<file path="config.mk">
export PLATFORM = sky130hd
export DESIGN_NAME = coherence_ctrl
export DESIGN_NICKNAME = d
export VERILOG_FILES = /design/src/rtl/coherence_ctrl.sv
export SDC_FILE = /design/constraint.sdc
export NUM_CORES = 1
export LEC_CHECK = 0
export BUFFER_PORTS_ARGS = -buffer_cell sky130_fd_sc_hd__buf_2
export CAP_MARGIN = 40
export CORE_AREA = 2 2 198 200
export CTS_BUF_LIST = sky130_fd_sc_hd__clkbuf_4 sky130_fd_sc_hd__clkbuf_8
export CTS_CLUSTER_SIZE = 28
export DETAILED_ROUTE_END_ITERATION = 7
export DIE_AREA = 0 0 200 202
export GPL_ROUTABILITY_DRIVEN = 0
export PLACE_DENSITY_LB_ADDON = 0.12
export SLEW_MARGIN = 15
export SYNTH_ARGS = -nofsm -noshare
export SYNTH_HDL_FRONTEND = slang
export SYNTH_SLANG_ARGS = --single-unit
</file>
<file path="constraint.sdc">
create_clock -name CLK -period 2 [get_ports CLK]
set_clock_uncertainty 0.15 [all_clocks]
set_input_delay 0.2 -clock CLK [delete_from_list [all_inputs] [get_ports CLK]]
set_output_delay 0.2 -clock CLK [all_outputs]
set_load 0.01 [all_outputs]
</file>
<file path="src/rtl/coherence_ctrl.sv">
// Shares one RAM port between two icaches and two dcaches and sequences MSI snoops between the dcaches.
// Latency: grant one cycle after a request is seen in IDLE, then one RAM access per word. Backpressure: ramstate stalls the owner, everyone else waits.
// There is no snoop timeout; the snooper must answer via cctrans.
module coherence_ctrl #(
    parameter int CPUS = 2
) (
    input  logic                       CLK,
    input  logic                       nRST,
    input  logic [CPUS-1:0]            iREN,
    input  logic [CPUS-1:0][31:0]      iaddr,
    output logic [CPUS-1:0]            iwait,
    output logic [CPUS-1:0][31:0]      iload,
    input  logic [CPUS-1:0]            dREN,
    input  logic [CPUS-1:0]            dWEN,
    input  logic [CPUS-1:0][31:0]      daddr,
    input  logic [CPUS-1:0][31:0]      dstore,
    output logic [CPUS-1:0]            dwait,
    output logic [CPUS-1:0][31:0]      dload,
    input  logic [CPUS-1:0]            cctrans,
    input  logic [CPUS-1:0]            ccwrite,
    output logic [CPUS-1:0]            ccwait,
    output logic [CPUS-1:0]            ccinv,
    output logic [CPUS-1:0][31:0]      ccsnoopaddr,
    output logic                       ramREN,
    output logic                       ramWEN,
    output logic [31:0]                ramaddr,
    output logic [31:0]                ramstore,
    input  logic [31:0]                ramload,
    input  logic [1:0]                 ramstate
);

    typedef enum logic [2:0] {IDLE, IFETCH, DWB, SNOOP, C2C, LD, ACK} state_t;

    localparam logic [1:0] RAM_ACCESS = 2'd2;

    state_t          state;
    state_t          grant_state;
    logic            req;
    logic            last;
    logic            snp;
    logic            access;
    logic            word1;
    logic            grant;
    logic [CPUS-1:0] wb_vec;
    logic [CPUS-1:0] sel_vec;

    assign snp    = ~req;
    assign access = (ramstate == RAM_ACCESS);
    assign word1  = daddr[req][2];

    // Writebacks beat coherent requests, which beat fetches; ties go to the core not served last.
    always_comb begin
        wb_vec = dWEN & ~cctrans;
        if (|wb_vec) begin
            sel_vec     = wb_vec;
            grant_state = DWB;
        end else if (|cctrans) begin
            sel_vec     = cctrans;
            grant_state = SNOOP;
        end else if (|iREN) begin
            sel_vec     = iREN;
            grant_state = IFETCH;
        end else begin
            sel_vec     = '0;
            grant_state = IDLE;
        end
        grant = (sel_vec == 2'b11) ? ~last : sel_vec[1];
    end

    always_ff @(posedge CLK or negedge nRST) begin
        if (!nRST) begin
            state <= IDLE;
            last  <= 1'b1;
            req   <= 1'b0;
        end else begin
            case (state)
                IDLE: begin
                    if (|sel_vec) begin
                        state <= grant_state;
                        req   <= grant;
                        last  <= grant;
                    end
                end
                IFETCH: if (access) state <= IDLE;
                DWB, C2C, LD: if (access && word1) state <= IDLE;
                SNOOP: begin
                    if (cctrans[snp]) begin
                        if (ccwrite[snp])
                            state <= C2C;
                        else if (!dREN[req] && !dWEN[req])
                            state <= ACK;
                        else
                            state <= LD;
                    end
                end
                ACK:     state <= IDLE;
                default: state <= IDLE;
            endcase
        end
    end

    always_comb begin
        iwait       = '1;
        dwait       = '1;
        iload       = '0;
        dload       = '0;
        ccwait      = '0;
        ccinv       = '0;
        ccsnoopaddr = '0;
        ramREN      = 1'b0;
        ramWEN      = 1'b0;
        ramaddr     = '0;
        ramstore    = '0;
        case (state)
            IFETCH: begin
                ramREN     = 1'b1;
                ramaddr    = iaddr[req];
                iload[req] = ramload;
                iwait[req] = ~access;
            end
            DWB: begin
                ramWEN     = 1'b1;
                ramaddr    = daddr[req];
                ramstore   = dstore[req];
                dwait[req] = ~access;
            end
            SNOOP: begin
                ccwait[snp]      = 1'b1;
                ccinv[snp]       = ccwrite[req];
                ccsnoopaddr[snp] = daddr[req];
            end
            C2C: begin
                // The Modified line goes to the requester and to memory in the same cycle.
                ccwait[snp]      = 1'b1;
                ccinv[snp]       = ccwrite[req];
                ccsnoopaddr[snp] = daddr[req];
                dload[req]       = dstore[snp];
                ramWEN           = 1'b1;
                ramaddr          = daddr[req];
                ramstore         = dstore[snp];
                dwait[req]       = ~access;
            end
            LD: begin
                ccwait[snp]      = 1'b1;
                ccinv[snp]       = ccwrite[req];
                ccsnoopaddr[snp] = daddr[req];
                ramREN           = 1'b1;
                ramaddr          = daddr[req];
                dload[req]       = ramload;
                dwait[req]       = ~access;
            end
            ACK: begin
                dwait[req]       = 1'b0;
                ccwait[snp]      = 1'b1;
                ccinv[snp]       = 1'b1;
                ccsnoopaddr[snp] = daddr[req];
            end
            default: ;
        endcase
    end

endmodule

</file>
==> results.md, run 1 <==
GRT:
- The first global-routing pass estimated 40.2 mm of wire.
- Entering global routing, the biggest net connects 37 pins.
- Across every metal layer, demand over resource in global routing totals 13.4%.
- The number of global-route vias before repair was 5955.
- The number of antenna violations at the first check in global routing came to 3.
- Summed over all layers, the global routing overflow is 0.

Hold path:
- The type of the tightest min-delay check is input pin to async pin.

Pwr:
- The switching share of power is 47.0%.
- Cell internal power was estimated by the tool at 6.89 mW.
- Summed over all cells, the static leakage comes to 4.87 nW.
- The sequential cell fraction of total power is 1.8%.
- The clock share of power is 1.6%.
- Across the VDD grid, the largest voltage drop is 0.000613 V.
- The portion of total power attributed to combinational logic is 96.6%.
- The reported net switching power is 6.10 mW.
- The power density normalized to cell area is 1400 nW/um2.

Clocking:
- The clock tree from TritonCTS is built.
- The clock drives 5 sinks.
- The buffer type at the clock tree root is sky130_fd_sc_hd__clkbuf_8.
- The clock insertion delay at the later pin of the skew report is 0.22 ns.
- The CTS clock-pin slew for the worst setup and hold paths is 0.04 ns.
- The number of H-tree branching levels is 1.
- The maximum clock path buffer count is 2.
- Buffers inserted during clock tree synthesis total 3.

Timing:
- Setup slack on the critical path of the routed design comes to -0.180 ns.
- The maximum achievable frequency is 459 MHz.
- Setup violations remaining at the end of the flow were counted as 254.
- The final-report max-slew violation count is 0.
- The final critical delay including setup and external delays is 2.18 ns.
- The count of final hold-check violations is 0.
- The slew at the pin closest to its max-slew limit is 0.420 ns.
- The final critical-path share of the clock period is 109%.
- The remaining max-slew budget at the tightest pin is 72.0%.
- Setup repair after global routing could not meet its margin everywhere.

Yosys:
- The synthesized netlist contains 39 unique library cells.
- Yosys printed 0 warnings.
- After synthesis, the share of flip-flops with an asynchronous set or reset is 100%.
- The post-synth net total is 734.
- The synthesized area divided by synthesized cell count is 7.04 um2.
- Counting every instance in the synthesized netlist gives 496.
- The flip-flop cell with the highest count after synthesis is sky130_fd_sc_hd__dfrtp_1.
- The sequential cell area fraction in the yosys report is 3.62%.
- The post-synthesis register bit count is 5.
- The number of enable-type register cells in the synthesized netlist is 0.
- After synthesis the cells add up to 3490 um2.

Cells and area:
- The fraction of final layout cells sized beyond drive strength 1 is 73.3%.
- The signed area change from the synthesized netlist to the final layout is 166%.
- The number of nets in the finished design is 1288.
- The most common cell after layout, fill and taps aside is sky130_fd_sc_hd__buf_2.
- The top cell types in the final layout, fill and taps aside, are sky130_fd_sc_hd__buf_2, sky130_fd_sc_hd__buf_6, sky130_fd_sc_hd__a22o_1, sky130_fd_sc_hd__mux2i_1, sky130_fd_sc_hd__and2_4.
- The number of fill cells in the layout is 4289.
- After the flow finishes, the layout carries non-filler instances totaling 1571.

Floorplanning:
- The standard cell core area is 38300 um2.
- The count of boundary I/O pins is 504.
- The die is 200 um wide.
- The floorplan step set the die height to 202 um.
- The initial utilization of the core area, before any placement, comes to 9.12%.
- The floorplan step defined a die boundary enclosing 40400 um2.
- The initialized floorplan defines 72 standard-cell rows.

Outcome:
- The final reports fail on setup timing.
- The flow ran to the end, but the final reports show violations.

Setup path:
- The kind of capture point of the worst setup path is a primary output.
- The setup path with the least slack is of type flop to primary output.
- The data required time of the critical path is 1.65 ns.
- The critical path launch point type is a flop.
- The critical-path maximum fanout is 8.
- Data on the critical path arrives at its endpoint at 1.83 ns.

Route:
- The count of vias placed by the detailed router is 6433.
- The final routed wire length divided by cell count is 20.5 um.
- The number of remaining DRC errors is 0.
- The first TritonRoute pass finished after 5 iterations.
- The remaining antenna violation count is 0.
- After the first detailed-routing iteration, the DRC count stood at 263.
- Using the TritonRoute via totals, the vias-per-cell ratio works out to 4.09.
- After detailed routing, the total wire length is 32.3 mm.

Job:
- Across the run, the number of max-cap violations was 0.

Placed design:
- The count of buffers inserted at the top-level ports is 503.
- Counting tap cells, the placed design contains a total of 1496 instances.
- Prior to clock tree synthesis, the placed netlist has a worst setup slack of 0.00926 ns.
- Summed over all nets, the half-perimeter wirelength after detailed placement is 21.2 mm.
## critical path, cell delays in order, from the launching register on
cell and delay (ns):
sky130_fd_sc_hd__dfrtp_4 0.50, sky130_fd_sc_hd__nand2b_4 0.17, sky130_fd_sc_hd__buf_6 0.12, sky130_fd_sc_hd__nor3_4 0.11, sky130_fd_sc_hd__buf_6 0.16, sky130_fd_sc_hd__buf_12 0.12
sky130_fd_sc_hd__clkbuf_16 0.16, sky130_fd_sc_hd__a22o_1 0.14, sky130_fd_sc_hd__buf_2 0.13
## synth_stat cells, types with 3 or more instances
library cell / count / area [um2]
sky130_fd_sc_hd__a22oi_1: 32 / 240
sky130_fd_sc_hd__o22ai_1: 35 / 219
sky130_fd_sc_hd__o21ai_0: 6 / 30.0
sky130_fd_sc_hd__dfrtp_1: 4 / 100
sky130_fd_sc_hd__and2_1: 97 / 607
sky130_fd_sc_hd__nand2b_1: 8 / 50.1
sky130_fd_sc_hd__nor2_1: 39 / 146
sky130_fd_sc_hd__buf_2: 25 / 125
sky130_fd_sc_hd__a21oi_1: 4 / 20.0
sky130_fd_sc_hd__inv_1: 5 / 18.8
sky130_fd_sc_hd__nand2_1: 12 / 45.0
sky130_fd_sc_hd__nor2b_1: 3 / 18.8
sky130_fd_sc_hd__mux2i_1: 66 / 661
sky130_fd_sc_hd__and3_1: 32 / 200
sky130_fd_sc_hd__nor3_1: 3 / 15.0
sky130_fd_sc_hd__and3b_1: 3 / 26.3
sky130_fd_sc_hd__mux2_1: 3 / 33.8
sky130_fd_sc_hd__clkbuf_1: 21 / 78.8
sky130_fd_sc_hd__a22o_1: 64 / 561
sky130_fd_sc_hd__buf_4: 8 / 60.1
## cell families (layout without fill, tap and decap cells)
kind of cell           count (synthesis)  after routing  synth area share [%]
AO/OA/AOI/OAI                        150            150                  33.1
buffers and inverters                 63            616                  9.03
flip-flops                             5              5                  3.62
multiplexers                          69             69                  19.9
other                                  0              4                     0
AND/OR/NAND/NOR                      209            209                  34.4
## per-stage QoR
stage | area, um2 | hold WS, ns | util, % | setup TNS, ns | power (mW)
6_report | 9280 | 0.174 | 24.2 | -25.30 | 13.0
3_3_place_gp | 6910 | -0.115 | 18.1 | 0 | 8.14
4_1_cts | 8320 | 0.177 | 21.7 | -25.80 | 11.3
5_1_grt | 9280 | 0.205 | 24.2 | -41.74 | 13.7
3_5_place_dp | 6910 | -0.122 | 18.1 | 0 | 8.06
2_1_floorplan | 3490 | -0.246 | - | 0 | 4.43
## repair_timing
item / CTS / global route
hold buffers: 1 / 0
setup buffers: 29 / 16
pin swaps: 53 / 91
endpoints found under the hold margin: 5 / 0
gates cloned: 14 / 11
resized for setup: 133 / 142
setup endpoints to repair: 258 / 265
## per-layer routing
layer  GRT usage, %  vias up  share of wire [%]
met5              0        -                  0
li1               -     2983                  -
met1           16.0     3111                 39
met3           1.00       39                5.2
met2           26.1      300                 53
met4           2.30        0                2.6
## power by group through the flow
stage	clock [mW]	sequential, mW	combinational (mW)
final	0.207	0.239	12.5
after global routing	0.217	0.250	13.3
after CTS	0.210	0.233	10.9
after detailed placement	0	0.237	7.82
after global placement	0	0.234	7.91
after floorplan	0	0.186	4.25
## worst paths after layout
kind	startpoint	endpoint	slack, ns	depth (start not counted)
setup / recovery	req$_DFFE_PN0P_	dload[21]	-0.18	8
hold / removal	nRST	state[0]$_DFFE_PN0P_	0.17	2
setup reg to reg	state[1]$_DFFE_PN0P_	state[0]$_DFFE_PN0P_	-0.03	6
hold reg to reg	last$_DFFE_PN1P_	last$_DFFE_PN1P_	0.34	1
max in group asynchronous	nRST	last$_DFFE_PN1P_	1.31	2
min in group CLK	cctrans[0]	last$_DFFE_PN1P_	0.30	4
## cell type report
type                    count  area, um2  share of cell area (%)
flip-flops and latches      5        134                    1.44
well taps                 518        648                    6.98
multi-input cells         428       3770                    40.7
clock buffers               4       48.8                   0.526
repair buffers            607       4650                    50.1
diodes                      4       10.0                   0.108
inverters                   5       18.8                   0.202
## registers in the layout (all words and copies together), names as in the netlist
register / flops
req: 1
last: 1
state: 3
No activity file was read; power rests on OpenSTA's default activity.
==> run 2: changes to the inputs <==
Settings changed: RECOVER_POWER from default to 50.
==> run 2 against run 1 <==
  * The flow still finishes with violations (setup timing)
  * Design area is essentially flat
  * Sequential share of layout area about the same
  * Sequential power about the same
  * Routed wire length is essentially flat
  * Core utilization barely moved
  * Worst setup slack unchanged
  * Non-clock buffer count did not move
  * Hold slack better by 0.049 ns
  * First-iteration DRC count unchanged
  * Combinational power hardly changed
  * Clock-buffer cell count stayed put
==> results.md, run 2 (synthesis gave the netlist of run 1 again) <==
Pwr:
- The clock share of power came to 1.6% (about the same).
- The reported net switching power is 6.10 mW (about the same).
- The power density normalized to cell area is 1400 nW/um2 (about the same).
- The switching share of power was 47.0% (about the same).
- The leakage power total came to 4.87 nW (about the same).
- The post-route total power came to 13.0 mW (about the same).
- The internal power consumption is 6.89 mW (about the same).
- The sequential cell fraction of total power is 1.8% (about the same).
- The portion of total power attributed to combinational logic came to 96.6% (about the same).
- The maximum VDD drop was 0.000613 V (unchanged).

Route:
- The final routed wire length divided by cell count is 20.5 um (about the same).
- The number of DRC markers after the initial detailed-route iteration came to 263 (unchanged).
- The count of vias placed by the detailed router is 6433 (unchanged).
- The final routed wirelength across all metal layers is 32.3 mm (about the same).
- The via density per instance is 4.09 (unchanged).
- The number of remaining DRC errors is 0 (unchanged).
- The remaining antenna violation count is 0 (unchanged).
- The length of the first detailed-routing pass in iterations is 5 (unchanged).

Floorplanning:
- The floorplan row count came to 72 (unchanged).
- The effective utilization at floorplan came to 9.12% (unchanged).
- The area of the die is 40400 um2 (unchanged).
- The overall die width is 200 um (unchanged).
- The standard cell core area is 38300 um2 (unchanged).
- The count of boundary I/O pins was 504 (unchanged).
- The vertical extent of the die is 202 um (unchanged).

Cells and area:
- The number of fill cells in the layout is 4290 (+0.023%).
- The flip-flop count of the largest register, all copies and words added is 3 (unchanged).
- The end-of-flow core utilization is 24.2% (about the same).
- Leaving out fill and tap cells, the most frequent cell in the layout is sky130_fd_sc_hd__buf_2.
- The largest registers in the layout are state: 3 flops, last: 1 flops, req: 1 flops.
- The number of nets in the finished design is 1288 (unchanged).
- The register with the most flip-flops is state.
- The fraction of final layout cells sized beyond drive strength 1 is 73.2% (-0.095 points).
- In the layout the commonest cells are sky130_fd_sc_hd__buf_2, sky130_fd_sc_hd__buf_6, sky130_fd_sc_hd__a22o_1, sky130_fd_sc_hd__mux2i_1, sky130_fd_sc_hd__and2_4.
- The signed area change from the synthesized netlist to the final layout was 166% (about the same).

GRT:
- The global routing usage summed across all routing layers is 13.4% (unchanged).
- The first-pass GRT wire length was 40.2 mm (unchanged).
- The remaining global-route overflow is 0 (unchanged).
- The maximum number of pins on one net before global-route repair is 37 (unchanged).
- The number of global-route vias before repair is 5955 (unchanged).
- The number of antenna violations at the first check in global routing is 3 (unchanged).

Clocking:
- The number of H-tree branching levels was 1 (unchanged).
- The clock tree from TritonCTS is built.
- The CTS clock-pin slew for the worst setup and hold paths was 0.04 ns (about the same).
- The clock insertion delay at the later pin of the skew report came to 0.22 ns (about the same).
- The count of clock tree sinks is 5 (unchanged).
- The maximum clock path buffer count is 2 (unchanged).
- The buffer type at the clock tree root is sky130_fd_sc_hd__clkbuf_8.
- The total CTS buffers is 3 (unchanged).

Setup path:
- The critical register-to-register path startpoint is state[1]$_DFFE_PN0P_.
- The cell class contributing the biggest share of worst-path delay is buffers and inverters.
- The number of buffer and inverter stages on the critical path is 5 (unchanged).
- The data arrival time at the worst-slack endpoint was 1.83 ns (about the same).
- The critical path goes through nand2b_4 > buf_6 > nor3_4 > buf_6 > buf_12 > clkbuf_16 > a22o_1 > buf_2.
- The library cell contributing the largest single delay on the critical path is sky130_fd_sc_hd__dfrtp_4.
- The largest stage delay on the critical path came to 0.50 ns (about the same).
- The critical path start-end classification is flop to primary output.
- The critical path launch point type is a flop.
- The data required time of the critical path came to 1.65 ns (about the same).
- The kind of capture point of the worst setup path is a primary output.
- In this run the worst setup path begins at req$_DFFE_PN0P_.
- The critical-path maximum fanout is 8 (unchanged).
- The minimum setup slack among reg-to-reg paths is -0.03 ns (about the same).
- Among the stages of the critical path, the cell type that occurs most often is sky130_fd_sc_hd__buf_6.

Placed design:
- The count of buffers inserted at the top-level ports is 503 (unchanged).
- The detailed placement HPWL is 21.2 mm (unchanged).

Timing:
- The setup TNS is -25.30 ns (-0.000100 ns).
- The count of final hold-check violations came to 0 (unchanged).
- The final critical delay including setup and external delays is 2.18 ns (unchanged).
- The number of setup violations in the final report was 254 (unchanged).
- The remaining max-slew budget at the tightest pin is 72.0% (unchanged).
- The final-report max-slew violation count is 0 (unchanged).
- The slew at the pin closest to its max-slew limit came to 0.420 ns (unchanged).
- The maximum achievable frequency is 459 MHz (unchanged).
- The final critical-path share of the clock period came to 109% (unchanged).
- The setup slack after layout was -0.180 ns (unchanged).
- Setup repair after global routing could not meet its margin everywhere.

Outcome:
- The flow ran to the end, but the final reports show violations.
- The final reports fail on setup timing.

Hold path:
- The type of the tightest min-delay check is input pin to async pin.

Job:
- The max capacitance violation total is 0 (unchanged).
[run 2: cell types whose count changed in the layout (fill, tap and decap cells not counted)]
cell,previous run,this run
sky130_fd_sc_hd__clkbuf_1,0,1
sky130_fd_sc_hd__buf_2,441,440
[run 2: per-stage QoR]
stage               cell area, um2  cells  worst slack, ns  hold WS [ns]
floorplan                     3490    496            0.206        -0.246
global placement              6910   1496         0.000474        -0.115
detailed placement            6910   1496          0.00926        -0.122
CTS                           8320   1544           -0.199         0.177
global route                  9280   1570           -0.250         0.275
finish                        9280   1571           -0.180         0.223
[run 2: path summary, 6_finish.rpt]
path                       depth (start not counted)              endpoint
setup / recovery                                   8             dload[21]
hold / removal                                     2  state[0]$_DFFE_PN0P_
setup reg to reg                                   6  state[0]$_DFFE_PN0P_
hold reg to reg                                    1      last$_DFFE_PN1P_
max in group asynchronous                          2      last$_DFFE_PN1P_
min in group CLK                                   4      last$_DFFE_PN1P_
[run 2: power groups by stage]
| stage | combinational (mW) | clock [mW] | sequential [mW] |
|---|---|---|---|
| 4_1_cts | 10.9 | 0.210 | 0.233 |
| 6_report | 12.5 | 0.207 | 0.239 |
| 3_5_place_dp | 7.82 | 0 | 0.237 |
| 5_1_grt | 13.3 | 0.217 | 0.250 |
| 2_1_floorplan | 4.25 | 0 | 0.186 |
| 3_3_place_gp | 7.91 | 0 | 0.234 |
[run 2: per-layer routing]
metal	up-vias	part of all wire [%]	global-route usage, %
met1	3111	39	16.0
met5	-	0	0
li1	2983	-	-
met2	300	53	26.1
met3	39	5.2	1.00
met4	0	2.6	2.30
[run 2: timing repair]
action / 4_1_cts / 5_1_grt
cloned: 14 / 11
endpoints found under the setup margin: 258 / 265
pin swaps: 53 / 91
setup buffers: 29 / 16
gates resized for setup: 133 / 142
hold endpoints to repair: 5 / 0
hold buffers: 1 / 0
[run 2: cell type report]
class                      instances  area [um2]  share of cell area (%)
antenna                            4        10.0                   0.108
timing repair buffer             607        4650                    50.1
clock buffer                       4        48.8                   0.526
multi-input combinational        428        3770                    40.7
sequential                         5         134                    1.44
inverter                           5        18.8                   0.202
tap                              518         648                    6.98
==> run 3: changes to the inputs <==
==> constraint.sdc (replaced) <==
create_clock -name CLK -period 2 [get_ports CLK]
set_clock_uncertainty 0.15 [all_clocks]
set_input_delay 0.2 -clock CLK [delete_from_list [all_inputs] [get_ports CLK]]
set_output_delay 0.2 -clock CLK [all_outputs]
set_load 0.05 [all_outputs]
==> run 3 against run 2 <==
  * The flow still finishes with violations (setup timing)
  * Critical path type unchanged
  * Clock-buffer cell count stayed put
  * Final cell count is 0.76% lower
  * Die area stayed put
  * Sequential power is 20% higher
  * Critical endpoint is now ccsnoopaddr[57]
  * Flip-flop and latch count stayed put
  * Non-clock buffer count is 8 lower
==> results.md, run 3 (synthesis gave the netlist of run 1 again) <==
Timing:
- The maximum achievable frequency is 448 MHz (-2.4%).
- The slew at the pin closest to its max-slew limit is 0.447 ns (+0.0272 ns).
- The remaining max-slew budget at the tightest pin was 70.2% (-1.8 points).
- The final critical-path share of the clock period is 112% (+2.6 points).
- The final critical delay including setup and external delays is 2.23 ns (+0.0528 ns).
- The final-report max-slew violation count is 0 (unchanged).
- The count of final hold-check violations is 0 (unchanged).
- The number of setup violations in the final report is 266 (+4.7%).
- The setup slack after layout came to -0.233 ns (-0.0528 ns).
- Setup repair after global routing could not meet its margin everywhere.

GRT:
- The number of antenna violations at the first check in global routing came to 2 (-1).
- The first-pass GRT wire length came to 40.0 mm (-0.57%).
- The maximum number of pins on one net before global-route repair is 35 (-5.4%).
- The remaining global-route overflow was 0 (unchanged).
- The global routing usage summed across all routing layers is 13.1% (-0.37 points).
- The number of global-route vias before repair is 6451 (+8.3%).

Route:
- The final routed wire length divided by cell count is 19.5 um (-5.2%).
- The total length of routed met2 wires is 16.7 mm (-2.3%).
- The final routed wirelength across all metal layers was 30.4 mm (-5.9%).
- In this run the top signal layer used is met5.
- The count of vias placed by the detailed router is 6230 (-3.2%).
- The via density per instance came to 4.00 (-2.4%).
- The number of remaining DRC errors was 0 (unchanged).
- The length of the first detailed-routing pass in iterations is 4 (-1).
- The remaining antenna violation count is 0 (unchanged).
- The met1 routed wirelength after detailed routing came to 11.3 mm (-11%).
- The number of DRC markers after the initial detailed-route iteration is 148 (-44%).
- The routed wire length on met3 is 2.00 mm (+20%).

Clocking:
- The number of H-tree branching levels is 1 (unchanged).
- The maximum clock path buffer count is 2 (unchanged).
- The CTS clock-pin slew for the worst setup and hold paths is 0.03 ns (about the same).
- The cell sitting at the root of the clock tree is a sky130_fd_sc_hd__clkbuf_8.
- The total CTS buffers is 3 (unchanged).
- The clock insertion delay at the later pin of the skew report is 0.21 ns (about the same).
- TritonCTS built the clock tree.
- The count of clock tree sinks is 5 (unchanged).

Cells and area:
- The finished layout cell area is 10400 um2 (+12%).
- The number of nets in the finished design was 1280 (-0.62%).
- The library cells used most frequently in the layout, excluding fill and tap cells, are sky130_fd_sc_hd__buf_2, sky130_fd_sc_hd__buf_6, sky130_fd_sc_hd__buf_4, sky130_fd_sc_hd__and2_1.
- From synthesis to final layout, the design area changed by 197%.
- The fraction of final layout cells sized beyond drive strength 1 is 79.9% (+6.7 points).
- In the final layout, the registers with the most flip-flops are state: 3 flops, last: 1 flops, req: 1 flops.
- Leaving out fill and tap cells, the most frequent cell in the layout is sky130_fd_sc_hd__buf_2.
- The end-of-flow core utilization is 27.1% (+2.8 points).
- Counting flops per register, the top entry is state.
- The count of inserted antenna diode cells came to 0 (-4).
- The final cell count without fillers is 1559 (-0.76%).
- The flip-flop count of the largest register, all copies and words added is 3 (unchanged).

Floorplanning:
- The effective utilization at floorplan was 9.12% (unchanged).
- The area of the die is 40400 um2 (unchanged).
- The overall die width is 200 um (unchanged).
- The vertical extent of the die came to 202 um (unchanged).
- The count of boundary I/O pins was 504 (unchanged).
- The standard cell core area came to 38300 um2 (unchanged).
- The floorplan row count is 72 (unchanged).

Placed design:
- The detailed placement HPWL came to 23.4 mm (+10%).
- The setup slack after placement is -0.267 ns (-0.277 ns).
- The placement-stage cell area came to 8200 um2 (+19%).
- The count of buffers inserted at the top-level ports is 503 (unchanged).
- The cell count after placement is 1530 (+2.3%).

Setup path:
- In this run the critical register-to-register path is launched from state[2]$_DFFE_PN0P_.
- The largest stage delay on the critical path is 0.53 ns (+0.03 ns).
- The critical-path maximum fanout came to 16 (+8).
- The minimum setup slack among reg-to-reg paths is -0.07 ns (-0.04 ns).
- The data arrival time at the worst-slack endpoint was 1.88 ns (+0.05 ns).
- The library cell contributing the largest single delay on the critical path is sky130_fd_sc_hd__dfrtp_4.
- STA classifies the critical path endpoint as a primary output.
- The data required time of the critical path came to 1.65 ns (about the same).
- The critical path goes through and3b_1 > nor2_2 > buf_4 > nor2_4 > clkbuf_16 > and2_2 > buf_6.
- The worst setup path is of the flop to primary output kind.
- STA classifies the critical path startpoint as a flop.
- The length in cells of the worst reg-to-reg path is 5 (-1).
- The worst register-to-register path ends at state[1]$_DFFE_PN0P_.

Pwr:
- The power density normalized to cell area is 1850 nW/um2 (+32%).
- The maximum VDD drop is 0.000849 V (+39%).
- The leakage power total is 4.86 nW (-0.20%).

Outcome:
- The run finished, with violations left.
- The final reports fail on setup timing.

Job:
- The max capacitance violation total is 0 (unchanged).

Hold path:
- The type of the tightest min-delay check is input pin to async pin.
run 3: how the worst max path moves through the flow:
stage / startpoint / end / slack, ns / cells after the start
floorplan: state[1]$_DFFE_PN0P_ / ramstore[31] / -0.09 / 5
global placement: req$_DFFE_PN0P_ / dload[1] / -0.24 / 5
detailed placement: req$_DFFE_PN0P_ / dload[1] / -0.27 / 5
CTS: req$_DFFE_PN0P_ / ramstore[7] / -0.24 / 7
global route: state[0]$_DFFE_PN0P_ / ccsnoopaddr[57] / -0.31 / 7
finish: state[0]$_DFFE_PN0P_ / ccsnoopaddr[57] / -0.23 / 7
run 3: stage by stage:
step                      power, mW  TNS, ns  hold WS [ns]
after floorplan                10.9    -2.91        -0.246
after global placement         15.7   -14.22        -0.119
after detailed placement       15.7   -15.54        -0.122
after CTS                      18.0   -44.66         0.189
after global routing           20.1   -56.26         0.271
final                          19.2   -36.34         0.227
run 3: timing repair:
action,4_1_cts,5_1_grt
setup buffers,6,7
gates cloned,4,8
setup endpoints to repair,266,268
hold buffers,1,0
resized for setup,359,161
endpoints found under the hold margin,5,0
pin swaps,14,24
run 3: report_power, final:
group          internal (mW)  switching [mW]
clock                  0.150          0.0436
sequential             0.177           0.110
combinational           7.61            11.1
run 3: cell type report:
type / count / area, um2
fillers: 4118 / 27900
repair buffers: 599 / 5200
multi-input cells: 428 / 4300
well taps: 518 / 648
flip-flops and latches: 5 / 136
clock buffers: 4 / 48.8
inverters: 5 / 25.0
run 3: critical path, delay by kind of cell, from the launching register on:
family	cells	cell delay (ns)
buffers and inverters	3	0.49
DFF	1	0.53
and+or+nand+nor	4	0.64
run 3: routing by layer:
metal / global-route usage [%] / vias to the layer above
met4: 1.64 / 4
met1: 14.1 / 2947
met2: 26.9 / 315
met3: 1.72 / 12
li1: - / 2952
met5: 0 / -
